==> config.mk <==
export PLATFORM = sky130hd
export DESIGN_NAME = ahb_dr_shift
export DESIGN_NICKNAME = d
export VERILOG_FILES = /design/src/rtl/ahb_dbg_pkg.sv /design/src/rtl/ahb_dr_shift.sv
export SDC_FILE = /design/constraint.sdc
export NUM_CORES = 1
export LEC_CHECK = 0
export CORE_MARGIN = 2
export CORE_UTILIZATION = 55
export CTS_CLUSTER_SIZE = 25
export DETAILED_ROUTE_END_ITERATION = 10
export PLACE_DENSITY = 0.86
export SYNTH_ARGS = -nofsm -noshare
export SYNTH_HDL_FRONTEND = slang
export SYNTH_SLANG_ARGS = --single-unit
==> constraint.sdc <==
create_clock -name TCK -period 9 [get_ports TCK]
set_input_delay 1.8 -clock TCK [delete_from_list [all_inputs] [get_ports TCK]]
set_output_delay 1.8 -clock TCK [all_outputs]
set_load 0.02 [all_outputs]
==> src/rtl/ahb_dbg_pkg.sv <==
// rtl/ahb_dbg_pkg.sv - shared types and widths for the JTAG-to-AHB debug path
package ahb_dbg_pkg;

    localparam int ADDR_W = 32;
    localparam int DATA_W = 32;
    localparam int CMD_W  = 2;
    localparam int DR_W   = CMD_W + DATA_W;

    // Bit positions of the status flags inside the captured command field
    localparam int ST_BUSY = 0;
    localparam int ST_ERR  = 1;

    typedef enum logic [1:0] {
        CMD_NOP     = 2'b00,
        CMD_SETADDR = 2'b01,
        CMD_WRITE   = 2'b10,
        CMD_READ    = 2'b11
    } cmd_t;

    typedef enum logic [0:0] {
        IDLE = 1'b0,
        PEND = 1'b1
    } state_t;

endpackage

==> src/rtl/ahb_dr_shift.sv <==
// rtl/ahb_dr_shift.sv - TCK-domain AHB access data register; optional AHB_DR_AUTOINC_EN
// bumps the address by 4 on every completed transfer.
module ahb_dr_shift
    import ahb_dbg_pkg::*;
#(
    parameter int ADDR_W = ahb_dbg_pkg::ADDR_W,
    parameter int DATA_W = ahb_dbg_pkg::DATA_W,
    parameter int CMD_W  = ahb_dbg_pkg::CMD_W
) (
    input  logic              TCK,
    input  logic              TRST,
    input  logic              TDI,
    input  logic              ahb_select,
    input  logic              dr_capture,
    input  logic              dr_shift,
    input  logic              dr_update,
    output logic              tdo,
    output logic              req,
    output logic              req_write,
    output logic [ADDR_W-1:0] req_addr,
    output logic [DATA_W-1:0] req_wdata,
    input  logic              ack,
    input  logic              ack_error,
    input  logic [DATA_W-1:0] ack_rdata,
    output logic              busy
);

    localparam int DR_LEN = CMD_W + DATA_W;

    logic [DR_LEN-1:0] sr,      sr_n;
    logic [ADDR_W-1:0] addr_q,  addr_n;
    logic [DATA_W-1:0] wdata_q, wdata_n;
    logic [DATA_W-1:0] rdata_q, rdata_n;
    logic              err_q,   err_n;
    logic              write_q, write_n;
    state_t            state,   state_n;

    cmd_t              cmd;
    logic [DATA_W-1:0] payload;
    logic [CMD_W-1:0]  status;

    assign cmd     = cmd_t'(sr[DR_LEN-1:DATA_W]);
    assign payload = sr[DATA_W-1:0];

    always_comb begin
        status          = '0;
        status[ST_ERR]  = err_q;
        status[ST_BUSY] = (state == PEND);
    end

    always_comb begin
        sr_n    = sr;
        addr_n  = addr_q;
        wdata_n = wdata_q;
        rdata_n = rdata_q;
        err_n   = err_q;
        write_n = write_q;
        state_n = state;

        // Completion is handled first so a same-cycle update sees IDLE.
        if (state == PEND && ack) begin
            state_n = IDLE;
            if (!write_q) begin
                rdata_n = ack_rdata;
            end
            err_n = err_q | ack_error;
`ifdef AHB_DR_AUTOINC_EN
            addr_n = addr_q + ADDR_W'(4);
`endif
        end

        if (ahb_select) begin
            if (dr_capture) begin
                sr_n = {status, rdata_q};
                // Error is sticky while a transfer is outstanding.
                if (state == IDLE) begin
                    err_n = 1'b0;
                end
            end else if (dr_shift) begin
                sr_n = {TDI, sr[DR_LEN-1:1]};
            end

            if (dr_update) begin
                case (cmd)
                    CMD_SETADDR: addr_n = payload[ADDR_W-1:0];
                    CMD_WRITE, CMD_READ: begin
                        if (state_n == PEND) begin
                            err_n = 1'b1;
                        end else begin
                            state_n = PEND;
                            write_n = (cmd == CMD_WRITE);
                            if (cmd == CMD_WRITE) begin
                                wdata_n = payload;
                            end
                        end
                    end
                    default: ;
                endcase
            end
        end
    end

    always_ff @(posedge TCK or posedge TRST) begin
        if (TRST) begin
            sr      <= '0;
            addr_q  <= '0;
            wdata_q <= '0;
            rdata_q <= '0;
            err_q   <= 1'b0;
            write_q <= 1'b0;
            state   <= IDLE;
        end else begin
            sr      <= sr_n;
            addr_q  <= addr_n;
            wdata_q <= wdata_n;
            rdata_q <= rdata_n;
            err_q   <= err_n;
            write_q <= write_n;
            state   <= state_n;
        end
    end

    assign tdo       = sr[0];
    assign req       = (state == PEND);
    assign busy      = req;
    assign req_write = write_q;
    assign req_addr  = addr_q;
    assign req_wdata = wdata_q;

endmodule

==> parameters.txt <==
Parameter                              Value

Run status
  Status    completed

Timing
  Number of hold-slack violations in the final timing report    0
  Min Clock Period, post-route    3.81 ns
  TNS Setup    0 ns
  Worst setup skew after layout    0.0106 ns
  Final Max Slew Viols    0
  Final setup violation count    0
  Actual slew at the worst max-slew pin    1.20 ns
  Portion of the clock cycle consumed by the worst path in the final layout    0.423
  Worst setup slack after layout    5.19 ns
  Upper clock frequency limit    262 MHz
  Unrepaired setup endpoints after global routing    no
  Headroom to the max-slew limit    0.200

Die
  Floorplan Core Area    9280 um2
  Initial core utilization    0.567
  Height of the die    102 um
  Area of the die    10400 um2
  Horizontal die dimension    102 um
  Number of placement rows    35
  Count of pins on the block boundary    109

GRT
  Total global routing overflow    0
  First-pass GRT wire length    17.8 mm
  Antenna violations before repair    0
  Pin count of the biggest net entering global routing    81
  Vias in the first global route    3475
  Combined global-route utilization of all metal layers    0.230

Clock network
  Bufs on Longest Clock Path    2
  Post-CTS Hold Buffers    0
  Cell at the root of the clock tree    sky130_fd_sc_hd__clkbuf_8
  Clock tree from TritonCTS    built
  Setup Buffers After CTS    0
  Clock edge transition at the registers on the reported setup and hold paths    0.06 ns
  Sink Count    133
  Clock latency of the later-clocked register in the worst-skew pair    0.51 ns
  Number of instances resized during post-cts repair    0
  H-tree depth reported by CTS    4
  CTS Buf Count    17

Flow run
  Maximum Capacitance Violations    0

Worst setup path
  Worst stage delay on the critical path    0.83 ns
  Largest delay share family, worst path    simple AND/OR/NAND/NOR gates
  WP buf/inv    2
  Nature of the critical path startpoint    primary input
  Worst path slowest cell    sky130_fd_sc_hd__nor3_4
  Critical-path cell list    clkdlybuf4s50_1, nand3_1, nor3_4, buf_4, mux2_2
  Endpoint kind of the worst setup timing path    flop
  Data required time at the worst endpoint    9.39 ns
  CP arrival    4.21 ns
  Critical path start-end classification    primary input to flop
  Maximum fanout count along the critical path    19

Finish
  Number of filler cells placed in the layout    591
  Relative area change from synthesis to final layout    34.4%
  Inserted Diodes    0
  Fraction of layout instances using a drive strength above 1    0.274
  Net count of the finished layout    520

Synth
  Post-synth cell types    20
  Number of enable flip-flop cells after synthesis    0
  Sequential share of the synthesized area    0.632
  Fraction of registers with async set/reset    1.00
  Syn Nets    409
  Avg Cell Area, Syn    14.3 um2
  Total of warnings raised by yosys    0
  Synth area leaders    sky130_fd_sc_hd__dfrtp_1 (63%), sky130_fd_sc_hd__mux2_2 (20%), sky130_fd_sc_hd__mux2i_1 (6.5%)
  Share of the synthesized area in the top cell type    0.632
  Cell type contributing the most total cell area after synthesis    sky130_fd_sc_hd__dfrtp_1
  Prevailing post-synth register cell    sky130_fd_sc_hd__dfrtp_1
  Post-synthesis register bit count    133
  Cells after Synth    368
  Post-synthesis cell area    5270 um2

Drt
  Number of search-and-repair iterations in the first detailed-routing pass    4
  Average wire per standard cell    18.1 um
  Total wirelength of the detailed-routed design    11.3 mm
  Via-to-Cell Ratio    5.36
  Total number of vias    3326
  Number of nets still failing antenna checks after routing    0
  Final routed DRC violation total    0
  DRT iter0 DRCs    143

Placement
  Post-detailed-placement half-perimeter wirelength    7.01 mm
  Pre-CTS setup slack    4.67 ns
  Global placer's final weighted congestion    0.771
  Count of input and output buffers    108

Worst hold path
  Path category of the worst min-delay check    flop to flop

Power
  Maximum resistive drop on vdd    0.211 mV
  Lkg Pwr    0.00321 uW
  Ratio of total power to cell area    352 nW/um2
## area by class of cell
class | instances | area [um2] | share of cell area
clock inverters | 15 | 228 | 0.0322
well taps | 129 | 161 | 0.0228
repair buffers | 113 | 1110 | 0.157
inverters | 2 | 10.0 | 0.00141
flip-flops and latches | 133 | 3330 | 0.470
clock buffers | 17 | 414 | 0.0585
multi-input cells | 212 | 1820 | 0.257
## registers in the layout, summed over array words and instances (netlist names)
signal / flops
sr: 34
req_write: 1
req_wdata: 32
rdata_q: 32
req_addr: 32
busy: 1
err_q: 1
## layer usage
layer / routed length, um / global-route usage / up-vias
met4: 140 / 0.0779 / 0
met3: 640 / 0.0643 / 17
li1: - / - / 1511
met1: 4870 / 0.301 / 1701
met5: 0 / 0 / -
met2: 5600 / 0.376 / 97
## placed cells by master, fill, tap and decap left out
cell,instances
sky130_fd_sc_hd__o21ai_0,37
sky130_fd_sc_hd__clkinvlp_4,2
sky130_fd_sc_hd__dfrtp_1,133
sky130_fd_sc_hd__clkdlybuf4s50_1,107
sky130_fd_sc_hd__inv_4,1
sky130_fd_sc_hd__a21boi_0,1
sky130_fd_sc_hd__nand2b_1,1
sky130_fd_sc_hd__mux2i_1,34
sky130_fd_sc_hd__bufinv_16,5
sky130_fd_sc_hd__a21oi_1,1
sky130_fd_sc_hd__o21ai_4,1
sky130_fd_sc_hd__nand2_1,36
sky130_fd_sc_hd__nor2b_1,1
sky130_fd_sc_hd__nand4b_1,1
sky130_fd_sc_hd__mux2_1,2
sky130_fd_sc_hd__clkbuf_8,1
sky130_fd_sc_hd__nand3b_1,1
sky130_fd_sc_hd__nand3_1,1
sky130_fd_sc_hd__inv_6,2
sky130_fd_sc_hd__buf_4,5
sky130_fd_sc_hd__buf_2,1
sky130_fd_sc_hd__clkbuf_16,16
sky130_fd_sc_hd__clkinv_4,4
sky130_fd_sc_hd__mux2_2,94
sky130_fd_sc_hd__clkinv_2,2
sky130_fd_sc_hd__nor3_4,1
sky130_fd_sc_hd__inv_1,1
## Yosys cell counts, types with 2 or more instances
| library cell | instances |
|---|---|
| sky130_fd_sc_hd__buf_2 | 13 |
| sky130_fd_sc_hd__buf_6 | 3 |
| sky130_fd_sc_hd__clkbuf_1 | 4 |
| sky130_fd_sc_hd__dfrtp_1 | 133 |
| sky130_fd_sc_hd__inv_1 | 2 |
| sky130_fd_sc_hd__mux2_1 | 2 |
| sky130_fd_sc_hd__mux2_2 | 94 |
| sky130_fd_sc_hd__mux2i_1 | 34 |
| sky130_fd_sc_hd__nand2_1 | 36 |
| sky130_fd_sc_hd__o21ai_0 | 37 |
## power by group
group	internal (uW)	switching, uW	total (uW)
Sequential	840	175	1010
Clock	480	267	747
Combinational	404	326	730
Total	1720	767	2490
## worst paths after layout
check / from / endpoint / slack (ns) / cells past startpoint
hold reg to reg: req_wdata[0]$_DFFE_PP0P_ / req_wdata[0]$_DFFE_PP0P_ / 0.50 / 1
setup reg to reg: busy$_DFF_PP0_ / req_wdata[23]$_DFFE_PP0P_ / 6.71 / 4
setup / recovery: ahb_select / req_wdata[23]$_DFFE_PP0P_ / 5.19 / 5
hold / removal: req_wdata[0]$_DFFE_PP0P_ / req_wdata[0]$_DFFE_PP0P_ / 0.50 / 1
max in group asynchronous: TRST / req_addr[18]$_DFFE_PP0P_ / 5.82 / 3
min in group asynchronous: TRST / rdata_q[15]$_DFFE_PP0P_ / 1.74 / 2
## per-stage QoR
stage / hold WS [ns] / power (uW) / std cells / util / cell area (um2)
2_1_floorplan: 0.479 / 1380 / 368 / - / 5270
3_3_place_gp: 0.478 / 1710 / 589 / 0.693 / 6430
3_5_place_dp: 0.487 / 1750 / 589 / 0.693 / 6430
4_1_cts: 0.501 / 2510 / 621 / 0.762 / 7080
5_1_grt: 0.507 / 2610 / 621 / 0.762 / 7080
6_report: 0.501 / 2490 / 621 / 0.762 / 7080
## kinds of logic (layout without fill, tap and decap cells)
family                 count (synthesis)  count (layout)  share of synthesized area
flip-flops                           133             133                      0.632
multiplexers                         130             130                      0.270
AND/OR/NAND/NOR                       42              42                     0.0352
AO/OA/AOI/OAI                         40              40                     0.0385
buffers and inverters                 23             147                     0.0245
Power figures use the tool's default switching activity.
